`config.mk`:
```
export PLATFORM = sky130hd
export DESIGN_NAME = fir_ctrl_mc
export DESIGN_NICKNAME = d
export VERILOG_FILES = /design/src/rtl/fir_ctrl_mc.sv
export SDC_FILE = /design/constraint.sdc
export NUM_CORES = 1
export LEC_CHECK = 0
export ABC_AREA = 1
export CAP_MARGIN = 20
export CORE_MARGIN = 2
export CORE_UTILIZATION = 37
export DETAILED_ROUTE_END_ITERATION = 10
export GPL_TIMING_DRIVEN = 0
export PLACE_DENSITY = 0.67
export SLEW_MARGIN = 20
export SYNTH_ARGS = -nofsm -noshare
export SYNTH_HDL_FRONTEND = slang
export SYNTH_SLANG_ARGS = --single-unit
```
`constraint.sdc`:
```
create_clock -name clk -period 1.4 [get_ports clk]
set_input_delay 0.14 -clock clk [delete_from_list [all_inputs] [get_ports clk]]
set_output_delay 0.14 -clock clk [all_outputs]
set_load 0.02 [all_outputs]
```
`src/rtl/fir_ctrl_mc.sv`:
```
// fir_ctrl_mc: sequencer for a single-MAC FIR filter shared by NUM_CH
// time-multiplexed channels. Per accepted sample: one LOAD cycle, then for
// each channel NTAPS MAC cycles followed by one OUT cycle. All outputs are
// registered copies of the next-state decode, so val_in never reaches an
// output combinationally.
module fir_ctrl_mc #(
  parameter int NUM_COEF  = 17,
  parameter int NUM_CH    = 2,
  parameter int SYMMETRIC = 0,
  localparam int NTAPS = (SYMMETRIC != 0) ? (NUM_COEF + 1) / 2 : NUM_COEF,
  localparam int AW    = (NTAPS > 1) ? $clog2(NTAPS) : 1,
  localparam int CW    = (NUM_CH > 1) ? $clog2(NUM_CH) : 1
) (
  input  logic          clk,
  input  logic          rst,
  input  logic          val_in,
  output logic [AW-1:0] addr,
  output logic [CW-1:0] ch,
  output logic          ce_Reg,
  output logic          rst_Acc,
  output logic          ce_Acc,
  output logic          mid_tap,
  output logic          val_out,
  output logic          busy,
  output logic          overrun
);

  // Centre tap exists only when folding an odd-length filter.
  localparam bit MID_EN = (SYMMETRIC != 0) && ((NUM_COEF % 2) == 1);
  localparam logic [AW-1:0] ADDR_LAST = AW'(NTAPS - 1);
  localparam logic [CW-1:0] CH_LAST   = CW'(NUM_CH - 1);

  typedef enum logic [1:0] {
    ST_IDLE = 2'd0,
    ST_LOAD = 2'd1,
    ST_MAC  = 2'd2,
    ST_OUT  = 2'd3
  } state_t;

  state_t        state_r;
  state_t        state_nxt_s;
  logic [AW-1:0] addr_r;
  logic [AW-1:0] addr_nxt_s;
  logic [CW-1:0] ch_r;
  logic [CW-1:0] ch_nxt_s;

  logic ce_reg_s;
  logic rst_acc_s;
  logic ce_acc_s;
  logic mid_tap_s;
  logic val_out_s;
  logic busy_s;

  logic ce_reg_r;
  logic rst_acc_r;
  logic ce_acc_r;
  logic mid_tap_r;
  logic val_out_r;
  logic busy_r;
  logic overrun_r;

  // State and tap/channel counter registers.
  always_ff @(posedge clk) begin
    if (rst) begin
      state_r <= ST_IDLE;
      addr_r  <= '0;
      ch_r    <= '0;
    end else begin
      state_r <= state_nxt_s;
      addr_r  <= addr_nxt_s;
      ch_r    <= ch_nxt_s;
    end
  end

  // Next-state and counter sequencing; >= compares keep counters bounded.
  always_comb begin
    state_nxt_s = ST_IDLE;
    addr_nxt_s  = '0;
    ch_nxt_s    = '0;
    case (state_r)
      ST_IDLE: begin
        if (val_in) begin
          state_nxt_s = ST_LOAD;
        end else begin
          state_nxt_s = ST_IDLE;
        end
      end
      ST_LOAD: begin
        state_nxt_s = ST_MAC;
      end
      ST_MAC: begin
        ch_nxt_s = ch_r;
        if (addr_r >= ADDR_LAST) begin
          state_nxt_s = ST_OUT;
          addr_nxt_s  = ADDR_LAST;
        end else begin
          state_nxt_s = ST_MAC;
          addr_nxt_s  = addr_r + AW'(1);
        end
      end
      ST_OUT: begin
        if (ch_r >= CH_LAST) begin
          state_nxt_s = ST_IDLE;
        end else begin
          state_nxt_s = ST_MAC;
          ch_nxt_s    = ch_r + CW'(1);
        end
      end
      default: begin
        state_nxt_s = ST_IDLE;
      end
    endcase
  end

  // Output decode of the upcoming state, registered below.
  always_comb begin
    ce_reg_s  = 1'b0;
    rst_acc_s = 1'b0;
    ce_acc_s  = 1'b0;
    mid_tap_s = 1'b0;
    val_out_s = 1'b0;
    busy_s    = 1'b1;
    case (state_nxt_s)
      ST_IDLE: begin
        busy_s = 1'b0;
      end
      ST_LOAD: begin
        ce_reg_s = 1'b1;
      end
      ST_MAC: begin
        ce_acc_s  = 1'b1;
        rst_acc_s = (addr_nxt_s == '0);
        mid_tap_s = MID_EN && (addr_nxt_s == ADDR_LAST);
      end
      ST_OUT: begin
        val_out_s = 1'b1;
      end
      default: begin
        busy_s = 1'b0;
      end
    endcase
  end

  // Output flops, plus the sticky overrun flag for samples dropped while busy.
  always_ff @(posedge clk) begin
    if (rst) begin
      ce_reg_r  <= 1'b0;
      rst_acc_r <= 1'b0;
      ce_acc_r  <= 1'b0;
      mid_tap_r <= 1'b0;
      val_out_r <= 1'b0;
      busy_r    <= 1'b0;
      overrun_r <= 1'b0;
    end else begin
      ce_reg_r  <= ce_reg_s;
      rst_acc_r <= rst_acc_s;
      ce_acc_r  <= ce_acc_s;
      mid_tap_r <= mid_tap_s;
      val_out_r <= val_out_s;
      busy_r    <= busy_s;
      if (val_in && (state_r != ST_IDLE)) begin
        overrun_r <= 1'b1;
      end else begin
        overrun_r <= overrun_r;
      end
    end
  end

  assign addr    = addr_r;
  assign ch      = ch_r;
  assign ce_Reg  = ce_reg_r;
  assign rst_Acc = rst_acc_r;
  assign ce_Acc  = ce_acc_r;
  assign mid_tap = mid_tap_r;
  assign val_out = val_out_r;
  assign busy    = busy_r;
  assign overrun = overrun_r;

endmodule

```
==> reports/metrics.json, run 1 <==
{
  "status": "complete, no violations",
  "later_pin_clock_latency_in_the_skew_report_ns": 0.28,
  "floorplan.core_area_um2": 1490,
  "worst_setup_hold_path_clk_slew_ns": 0.08,
  "timing.final.ws_setup_ns": 0.0615,
  "die_w_um": 43.6,
  "detail_route.wl_per_cell_um": 8.97,
  "maxSlewViolCount": 0,
  "timing.critical_path.slowest_stage_cell": "clkdlybuf4s50_1",
  "die_height_um": 43.6,
  "min-delay-path-class": "primary input to flop",
  "drc": 0,
  "nets": 95,
  "fin_worst_skew_ns": 0.00188,
  "critical-path-top-delay-family": "buffers and inverters",
  "achievable-frequency_mhz": 747,
  "hold-path-cell-count": 3,
  "dr.first_iter.drc_count": 3,
  "postSynthCellCount": 71,
  "fin_tns_setup_ns": 0,
  "worstPathCellList": "clkdlybuf4s50_1",
  "final.min_clock_period_ns": 1.34,
  "n_fill_cell": 143,
  "cp_max_fo": 1,
  "detail_route.wirelength_um": 942,
  "route.detailed.vias_per_inst": 4.46,
  "finish.cell_count_without_fillers": 105,
  "synth_top_area_share_pct": 48.4,
  "final_hold_slack_ns": 0.467,
  "clock_sink_count": 14,
  "reg2reg_setup_slack_ns": 0.17,
  "yosysWarningCount": 0,
  "detailroute.via_count": 468,
  "detailed_place.area_um2": 739,
  "reg2reg_depth": 7,
  "syn2layout_area_growth_pct": 33.3,
  "finalHoldViolCount": 0,
  "ys_ff_latch": 14,
  "ctsRootBufferMaster": "clkbuf_4",
  "multi_input_comb_area_um2": 239,
  "setup_viol": 0,
  "grt_use_met1_pct": 12.7,
  "placement.io_buffers": 14,
  "fin_crit_sh_pct": 95.6,
  "dp.cells": 101,
  "n_antenna_cell": 0,
  "pre_cts_slack_ns": 0.0871,
  "groute.layer.met2.usage_pct": 17.6,
  "arrival_ns": 1.20,
  "worst_r2r_endpoint": "rst_Acc",
  "tritoncts": "done",
  "total_power_consumption_uw": 820,
  "cell_area_synth_um2": 579,
  "layout.core_utilization_pct": 51.8,
  "synth_top_cells_by_area": "dfxtp_1 (48%), inv_1 (7.1%), nor2_1 (7.1%)",
  "grt_max_degree": 11,
  "initial_antenna_violation_count": 0,
  "power.density_cell_area_nw_per_um2": 1060,
  "detailed_routing_iteration_count_for_the_pre_antenna_repair_pass": 2,
  "ir_worst_vdd_mv": 0.516,
  "syn_avg_cell_area_um2": 8.16,
  "post-dp-hpwl_um": 719,
  "synth_nets": 76,
  "setup.worst_path.start_class": "flop",
  "tritoncts.num_buffers": 3,
  "use_met3_pct": 3.75,
  "timing.critical_path.buf_inv": 1,
  "grt_pass1_wl_um": 1570,
  "grt_remaining_overflow": 0,
  "cp_capture_type": "output pin",
  "critical_path_class": "flop to output pin",
  "number_of_nets_still_failing_antenna_checks_after_routing": 0,
  "design.die.area_um2": 1900,
  "floorplan.initialDensity_pct": 38.9,
  "cap_viol_max_count": 0,
  "post-route-cell-area_um2": 772,
  "grt_use_total_pct": 11.7,
  "grt_pass1_vias": 412,
  "critical-path-max-stage-delay_ns": 0.60,
  "critical_hold_path_startpoint": "val_in",
  "worstHoldEndpoint": "ce_Reg",
  "gp_routability_congestion": 0.676,
  "worst-endpoint-required_ns": 1.26,
  "netlist-cell-type-count": 21,
  "synth_seq_area_share_pct": 48.4,
  "cts.hold.buffers_added": 0,
  "synth_top_cell_by_area": "dfxtp_1",
  "globalRoute.busiestLayer": "met2",
  "regArea_um2": 282,
  "cts_setup_buffers": 0,
  "power.static_leakage_nw": 0.385,
  "boundaryPins": 16,
  "regToRegStartpoint": "addr[0]",
  "floorplan.rows": 14,
  "drive_gt1_share_pct": 18.0,
  "cts_htree_levels": 1,
  "unrepaired_setup_endpoints_after_global_routing": "no",
  "clk_path_buf_depth": 2
}
sequential cells by signal (all words and copies together) (netlist names):
name     count
val_out      1
addr         5
rst_Acc      1
ce_Acc       1
busy         1
ce_Reg       1
overrun      1
ch           1
state_r      2
kinds of logic after synthesis:
group,synth area share (%)
compound gates,4.75
buf+inv,10.4
flops,48.4
other cells,0.647
simple gates,31.5
fa+ha+maj,4.32
layout make-up:
type,instances,share of cell area (%)
Sequential cell,14,36.5
Timing Repair Buffer,14,17.5
Tap cell,16,2.59
Buffer,2,1.46
Multi-Input combinational cell,42,31.0
Clock buffer,4,4.70
Inverter,13,6.32
power by group:
part,leakage (nW),internal (mW),switching [mW]
Sequential,0.115,0.415,0.0103
Combinational,0.250,0.0433,0.0604
Clock,0.0210,0.159,0.133
Total,0.385,0.617,0.203
cells in the final DEF, fill, tap and decap left out, drive strengths merged:
cell type	synthesis	routed
clkdlybuf4s50	0	7
a21oi	1	1
dfxtp	14	14
nand2	9	9
dlygate4sd2	0	6
o21ai	3	3
dlymetal6s2s	0	1
a211oi	1	1
nand3	8	8
nor2	14	14
conb	1	1
clkbuf	1	5
nand4	1	1
ha	2	2
buf	1	1
nor3	2	2
inv	13	13
Yosys cell counts:
master and count:
dfxtp_1 14, inv_1 11, nor2_1 11, nand2_1 7
nand3_1 5, ha_1 2, inv_2 2, nand2_2 2
nand3_2 2, nor2_2 2, nor3_1 2, o21ai_0 2
a211oi_1 1, a21oi_1 1, buf_4 1, clkbuf_1 1
conb_1 1, nand3_4 1, nand4_1 1, nor2_4 1
o21ai_1 1
timing repair:
item                                    4_1_cts  5_1_grt
resized for setup                             6        2
endpoints found under the setup margin        6        2
pin swaps                                     0        0
layer usage:
metal | vias up | part of all wire [%] | wire, um
met2 | 12 | 46 | 431
li1 | 254 | - | -
met3 | 3 | 5.4 | 51
met4 | 0 | 3.1 | 29
met5 | - | 0 | 0
met1 | 199 | 46 | 430
worst max path at each step:
stage,start,endpoint,slack [ns],cells after the start
after detailed placement,addr[0],rst_Acc,0.09,7
after global placement,addr[0],rst_Acc,0.1,7
final,busy,busy,0.06,1
after floorplan,addr[0],rst_Acc,0.06,7
after global routing,ce_Reg,ce_Reg,0.03,1
after CTS,overrun,overrun,0.02,1
Note: power is estimated with default switching activity, not from simulation.
==> run 2, diff against run 1 <==
--- a/config.mk
+++ b/config.mk
@@ -6,7 +6,7 @@
 export NUM_CORES = 1
 export LEC_CHECK = 0
 export ABC_AREA = 1
-export CAP_MARGIN = 20
+export CAP_MARGIN = 30
 export CORE_MARGIN = 2
 export CORE_UTILIZATION = 37
 export DETAILED_ROUTE_END_ITERATION = 10
==> constraint.sdc (replaced) <==
create_clock -name clk -period 1.4 [get_ports clk]
set_input_delay 0.14 -clock clk [delete_from_list [all_inputs] [get_ports clk]]
set_output_delay 0.14 -clock clk [all_outputs]
set_load 0.1 [all_outputs]
==> reports/metrics.json, run 2 (same netlist as run 1, synthesis figures left out) <==
{
  "status": "complete, no violations",
  "post-dp-hpwl": {"value": 716, "unit": "um", "change": "-0.43%"},
  "fin_crit_sh": {"value": 96.9, "unit": "%", "change": "+1.3 points"},
  "grt_remaining_overflow": {"value": 0, "change": "unchanged"},
  "die_w": {"value": 43.6, "unit": "um", "change": "unchanged"},
  "later_pin_clock_latency_in_the_skew_report": {"value": 0.28, "unit": "ns", "change": "about the same"},
  "number_of_nets_still_failing_antenna_checks_after_routing": {"value": 0, "change": "unchanged"},
  "design.die.area": {"value": 1900, "unit": "um^2", "change": "unchanged"},
  "ir_worst_vdd": {"value": 0.886, "unit": "mV", "change": "+72%"},
  "grt_pass1_wl": {"value": 1540, "unit": "um", "change": "-1.8%"},
  "arrival": {"value": 1.22, "unit": "ns", "change": "+0.02 ns"},
  "dp.cells": {"value": 101, "change": "unchanged"},
  "timing.critical_path.slowest_stage_cell": "clkdlybuf4s15_2",
  "setup_viol": {"value": 0, "change": "unchanged"},
  "syn2layout_area_growth_pct": 37.6,
  "ctsRootBufferMaster": "clkbuf_4",
  "grt_use_total": {"value": 10.7, "unit": "%", "change": "-0.93 points"},
  "critical-path-top-delay-family": "buffers and inverters",
  "worstPathCellList": "clkdlybuf4s15_2",
  "layout_common_cells": "inv_1 (11), nor2_1 (11), clkdlybuf4s15_2 (11)",
  "n_fill_cell": {"value": 144, "change": "+0.70%"},
  "worst_setup_path_startpoint": "addr[0]",
  "worst-endpoint-required": {"value": 1.26, "unit": "ns", "change": "about the same"},
  "final.min_clock_period": {"value": 1.36, "unit": "ns", "change": "+0.0184 ns"},
  "final_hold_slack": {"value": 0.450, "unit": "ns", "change": "-0.0171 ns"},
  "placement.io_buffers": {"value": 14, "change": "unchanged"},
  "clk_path_buf_depth": {"value": 2, "change": "unchanged"},
  "regToRegStartpoint": "addr[0]",
  "worst_setup_hold_path_clk_slew": {"value": 0.08, "unit": "ns", "change": "about the same"},
  "die_height": {"value": 43.6, "unit": "um", "change": "unchanged"},
  "critical-path-max-stage-delay": {"value": 0.56, "unit": "ns", "change": "-0.04 ns"},
  "cts_setup_buffers": {"value": 0, "change": "unchanged"},
  "initial_antenna_violation_count": {"value": 0, "change": "unchanged"},
  "grt_pass1_vias": {"value": 403, "change": "-2.2%"},
  "nets": {"value": 95, "change": "unchanged"},
  "route.detailed.vias_per_inst": {"value": 4.51, "change": "+1.3%"},
  "setup.worst_path.start_class": "flop",
  "largest_register_ff_count": {"value": 5, "change": "unchanged"},
  "cp_capture_type": "output pin",
  "fin_tns_setup": {"value": 0, "unit": "ns", "change": "unchanged"},
  "drive_gt1_share": {"value": 37.1, "unit": "%", "change": "+19 points"},
  "cts.hold.buffers_added": {"value": 0, "change": "unchanged"},
  "dr.first_iter.drc_count": {"value": 5, "change": "+2"},
  "detail_route.wl_per_cell": {"value": 8.39, "unit": "um", "change": "-6.5%"},
  "fin_worst_skew": {"value": 0.00131, "unit": "ns", "change": "-0.000575 ns"},
  "worst_pin_slew_ns": 0.547,
  "cp_max_fo": {"value": 7, "change": "+6"},
  "critical_path_class": "flop to output pin",
  "total_power_consumption": {"value": 894, "unit": "uW", "change": "+9.0%"},
  "floorplan.initialDensity": {"value": 38.9, "unit": "%", "change": "unchanged"},
  "floorplan.core_area": {"value": 1490, "unit": "um^2", "change": "unchanged"},
  "tritoncts.num_buffers": {"value": 3, "change": "unchanged"},
  "finish.cell_count_without_fillers": {"value": 105, "change": "unchanged"},
  "unrepaired_setup_endpoints_after_global_routing": "no",
  "detailed_routing_iteration_count_for_the_pre_antenna_repair_pass": {"value": 4, "change": "+2"},
  "pre_cts_slack": {"value": -0.260, "unit": "ns", "change": "-0.347 ns"},
  "timing.critical_path.buf_inv": {"value": 1, "change": "unchanged"},
  "cap_viol_max_count": {"value": 0, "change": "unchanged"},
  "detailroute.via_count": {"value": 474, "change": "+1.3%"},
  "drc": {"value": 0, "change": "unchanged"},
  "floorplan.rows": {"value": 14, "change": "unchanged"},
  "n_antenna_cell": {"value": 0, "change": "unchanged"},
  "grt_max_degree": {"value": 11, "change": "unchanged"},
  "power.density_cell_area": {"value": 1120, "unit": "nW/um^2", "change": "+5.6%"},
  "detail_route.wirelength": {"value": 881, "unit": "um", "change": "-6.5%"},
  "boundaryPins": {"value": 16, "change": "unchanged"},
  "gp_routability_congestion": {"value": 0.688, "change": "+1.7%"},
  "clock_sink_count": {"value": 14, "change": "unchanged"},
  "critical_hold_path_startpoint": "ch",
  "timing.final.ws_setup": {"value": 0.0432, "unit": "ns", "change": "-0.0184 ns"},
  "timing.max_slew.rel_slack_pct": 63.7,
  "tritoncts": "done",
  "cts_htree_levels": {"value": 1, "change": "unchanged"},
  "achievable-frequency": {"value": 737, "unit": "MHz", "change": "-1.4%"},
  "finalHoldViolCount": {"value": 0, "change": "unchanged"},
  "power.static_leakage": {"value": 0.350, "unit": "nW", "change": "-9.1%"},
  "min-delay-path-class": "flop to flop",
  "maxSlewViolCount": {"value": 0, "change": "unchanged"}
}
run 2: cell types whose count changed in the layout (fill, tap and decap cells not counted), moves of 2 or more:
cell | previous run | this run
clkdlybuf4s15_2 | 0 | 11
clkdlybuf4s50_1 | 7 | 2
dfxtp_1 | 13 | 8
dfxtp_2 | 1 | 4
dfxtp_4 | 0 | 2
dlygate4sd2_1 | 6 | 0
run 2: power by group:
group          internal (mW)  switching [mW]  total, mW
Combinational         0.0410           0.146      0.187
Sequential             0.412          0.0106      0.423
Clock                  0.158           0.126      0.284
run 2: layout make-up:
cell class	instances	area [um^2]	share of cell area (%)
Multi-Input combinational cell	42	239	30.0
Inverter	13	48.8	6.12
Tap cell	16	20.0	2.51
Sequential cell	14	293	36.7
Timing Repair Buffer	14	149	18.7
Clock buffer	4	36.3	4.55
Buffer	2	11.3	1.41
run 2: final timing paths:
path / cells after the start / end / slack (ns)
max: 1 / addr[0] / 0.04
min reg2reg: 1 / ch / 0.45
min: 1 / ch / 0.45
max reg2reg: 7 / rst_Acc / 0.17
run 2: through the flow:
stage                     utilization [%]  area, um^2
after floorplan                         -         592
after global placement               50.5         752
after detailed placement             50.5         752
after CTS                            53.9         803
after global routing                 53.5         797
final                                53.5         797
run 2: timing repair:
action                                  in CTS  in global routing
endpoints found under the setup margin      12                  1
gates cloned                                 0                  0
endpoints found under the hold margin        0                  0
pin swaps                                    0                  0
gates resized for setup                     36                  2
run 2: per-layer routing:
metal / wire length, um / global-route usage [%] / vias to the layer above
met5: 0 / 0 / -
met4: 20 / 5.45 / 0
met3: 59 / 2.50 / 2
met2: 419 / 17.4 / 13
met1: 382 / 13.3 / 205
li1: - / - / 254
run 2: worst reg2reg max path, stage by stage, from the launching register on:
cell,delay (ns)
dfxtp_4,0.38
inv_1,0.05
ha_1,0.28
inv_1,0.08
nor2_1,0.04
o21ai_0,0.14
nand3_1,0.10
nor2_2,0.10
==> run 3, diff against run 2 <==
--- a/config.mk
+++ b/config.mk
@@ -12,6 +12,7 @@
 export DETAILED_ROUTE_END_ITERATION = 10
 export GPL_TIMING_DRIVEN = 0
 export PLACE_DENSITY = 0.67
+export SETUP_SLACK_MARGIN = 0.2
 export SLEW_MARGIN = 20
 export SYNTH_ARGS = -nofsm -noshare
 export SYNTH_HDL_FRONTEND = slang
==> reports/metrics.json, run 3 (same netlist as run 1, synthesis figures left out) <==
{
  "final_hold_slack": {"value": 0.450, "unit": "ns", "change": "+0.000448 ns"},
  "cap_viol_max_count": {"value": 0, "change": "unchanged"},
  "worstHoldEndpoint": "ch",
  "setup_viol": {"value": 0, "change": "unchanged"},
  "critical_path_class": "flop to output pin",
  "finish.cell_count_without_fillers": {"value": 108, "change": "+2.9%"},
  "fin_worst_skew": {"value": 0.00227, "unit": "ns", "change": "+0.000967 ns"},
  "dp.cells": {"value": 101, "change": "unchanged"},
  "dr.first_iter.drc_count": {"value": 2, "change": "-3"},
  "detailed_routing_iteration_count_for_the_pre_antenna_repair_pass": {"value": 2, "change": "-2"},
  "detail_route.wirelength": {"value": 940, "unit": "um", "change": "+6.7%"},
  "cp_capture_type": "output pin",
  "worst_setup_hold_path_clk_slew": {"value": 0.08, "unit": "ns", "change": "about the same"},
  "nets": {"value": 98, "change": "+3.2%"},
  "cts.hold.buffers_added": {"value": 0, "change": "unchanged"},
  "die_height": {"value": 43.6, "unit": "um", "change": "unchanged"},
  "grt_remaining_overflow": {"value": 0, "change": "unchanged"},
  "design.die.area": {"value": 1900, "unit": "um^2", "change": "unchanged"},
  "post-dp-hpwl": {"value": 707, "unit": "um", "change": "-1.3%"},
  "n_antenna_cell": {"value": 0, "change": "unchanged"},
  "drc": {"value": 0, "change": "unchanged"},
  "largest_register_ff_count": {"value": 5, "change": "unchanged"},
  "critical-path-max-stage-delay": {"value": 0.40, "unit": "ns", "change": "-0.16 ns"},
  "regToRegStartpoint": "addr[1]",
  "detailed_place.area": {"value": 752, "unit": "um^2", "change": "unchanged"},
  "gp_routability_congestion": {"value": 0.698, "change": "+1.6%"},
  "min-delay-path-class": "flop to flop",
  "grt_pass1_vias": {"value": 406, "change": "+0.74%"},
  "grt_max_degree": {"value": 11, "change": "unchanged"},
  "unrepaired_setup_endpoints_after_global_routing": "no",
  "hold-path-cell-count": {"value": 1, "change": "unchanged"},
  "number_of_nets_still_failing_antenna_checks_after_routing": {"value": 0, "change": "unchanged"},
  "finalHoldViolCount": {"value": 0, "change": "unchanged"},
  "reg2reg_setup_slack": {"value": 0.27, "unit": "ns", "change": "+0.10 ns"},
  "timing.critical_path.slowest_stage_cell": "dfxtp_2",
  "post-route-cell-area": {"value": 771, "unit": "um^2", "change": "-3.3%"},
  "die_w": {"value": 43.6, "unit": "um", "change": "unchanged"},
  "boundaryPins": {"value": 16, "change": "unchanged"},
  "detail_route.wl_per_cell": {"value": 8.70, "unit": "um", "change": "+3.7%"},
  "cp_max_fo": {"value": 6, "change": "-1"},
  "layout.cells.most_common": "nor2_1",
  "ir_worst_vdd": {"value": 0.671, "unit": "mV", "change": "-24%"},
  "n_fill_cell": {"value": 147, "change": "+2.1%"},
  "reg2reg_depth": {"value": 7, "change": "unchanged"},
  "floorplan.initialDensity": {"value": 38.9, "unit": "%", "change": "unchanged"},
  "clk_path_buf_depth": {"value": 2, "change": "unchanged"},
  "total_power_consumption": {"value": 893, "unit": "uW", "change": "about the same"},
  "detailroute.via_count": {"value": 464, "change": "-2.1%"},
  "tritoncts": "done",
  "worst-endpoint-required": {"value": 1.26, "unit": "ns", "change": "about the same"},
  "arrival": {"value": 1.02, "unit": "ns", "change": "-0.20 ns"},
  "power.static_leakage": {"value": 0.377, "unit": "nW", "change": "+7.7%"},
  "layout_common_cells": "nor2_1 (11), inv_1 (9), buf_4 (9)",
  "achievable-frequency": {"value": 859, "unit": "MHz", "change": "+17%"},
  "syn2layout_area_growth_pct": 33.0,
  "placement.io_buffers": {"value": 14, "change": "unchanged"},
  "critical-path-top-delay-family": "flip-flops",
  "power.density_cell_area": {"value": 1160, "unit": "nW/um^2", "change": "+3.4%"},
  "route.detailed.vias_per_inst": {"value": 4.30, "change": "-4.8%"},
  "drive_gt1_share": {"value": 42.4, "unit": "%", "change": "+5.3 points"},
  "cts_htree_levels": {"value": 1, "change": "unchanged"},
  "floorplan.rows": {"value": 14, "change": "unchanged"},
  "final.min_clock_period": {"value": 1.16, "unit": "ns", "change": "-0.193 ns"},
  "status": "complete, no violations",
  "maxSlewViolCount": {"value": 0, "change": "unchanged"},
  "clock_sink_count": {"value": 14, "change": "unchanged"},
  "timing.critical_path.buf_inv": {"value": 1, "change": "unchanged"},
  "tritoncts.num_buffers": {"value": 3, "change": "unchanged"},
  "initial_antenna_violation_count": {"value": 0, "change": "unchanged"},
  "floorplan.core_area": {"value": 1490, "unit": "um^2", "change": "unchanged"},
  "setup.worst_path.start_class": "flop",
  "timing.final.ws_setup": {"value": 0.236, "unit": "ns", "change": "+0.193 ns"},
  "ctsRootBufferMaster": "clkbuf_4",
  "pre_cts_slack": {"value": -0.265, "unit": "ns", "change": "-0.00453 ns"},
  "grt_use_total": {"value": 11.2, "unit": "%", "change": "+0.43 points"},
  "worstPathCellList": "clkbuf_4",
  "critical_hold_path_startpoint": "ch",
  "later_pin_clock_latency_in_the_skew_report": {"value": 0.28, "unit": "ns", "change": "about the same"},
  "fin_crit_sh": {"value": 83.2, "unit": "%", "change": "-14 points"},
  "grt_pass1_wl": {"value": 1570, "unit": "um", "change": "+2.3%"},
  "worst_r2r_endpoint": "rst_Acc"
}
[run 3: cell types whose count changed in the layout (fill, tap and decap cells not counted), sizes merged]
cell,change
buf,+12
clkbuf,+2
clkdlybuf4s15,-11
[run 3: cell type report]
type                    instances  area (um^2)  share of cell area (%)
flip-flops and latches         14          293                    38.0
multi-input cells              42          241                    31.3
repair buffers                 17          120                    15.6
inverters                      13         48.8                    6.33
clock buffers                   4         36.3                    4.71
well taps                      16         20.0                    2.60
plain buffers                   2         11.3                    1.46
[run 3: routing by layer]
layer	GRT usage (%)	up-vias	routed length, um
met5	0	-	0
met1	14.3	197	425
met2	16.8	9	464
met3	2.50	0	51
li1	-	258	-
met4	7.27	0	0
[run 3: how the worst max path moves through the flow]
stage,from,end,slack (ns),cells past startpoint
floorplan,addr[1],rst_Acc,0.09,7
global placement,addr[4],addr[4],-0.27,1
detailed placement,addr[4],addr[4],-0.26,1
CTS,addr[4],addr[4],0.12,1
global route,addr[4],addr[4],0.20,1
finish,addr[4],addr[4],0.24,1
[run 3: where the power goes]
group	switching (mW)	internal (mW)
clock	0.127	0.158
combinational	0.147	0.0383
sequential	0.0101	0.412
[run 3: through the flow]
step / util (%) / TNS, ns
floorplan: - / 0
global placement: 50.5 / -2.24
detailed placement: 50.5 / -2.26
CTS: 49.7 / 0
global route: 51.8 / 0
finish: 51.8 / 0
[run 3: timing repair]
item	4_1_cts	5_1_grt
setup endpoints to repair	12	3
pin swaps	0	2
setup buffers	0	3
hold endpoints to repair	0	0
gates resized for setup	65	3
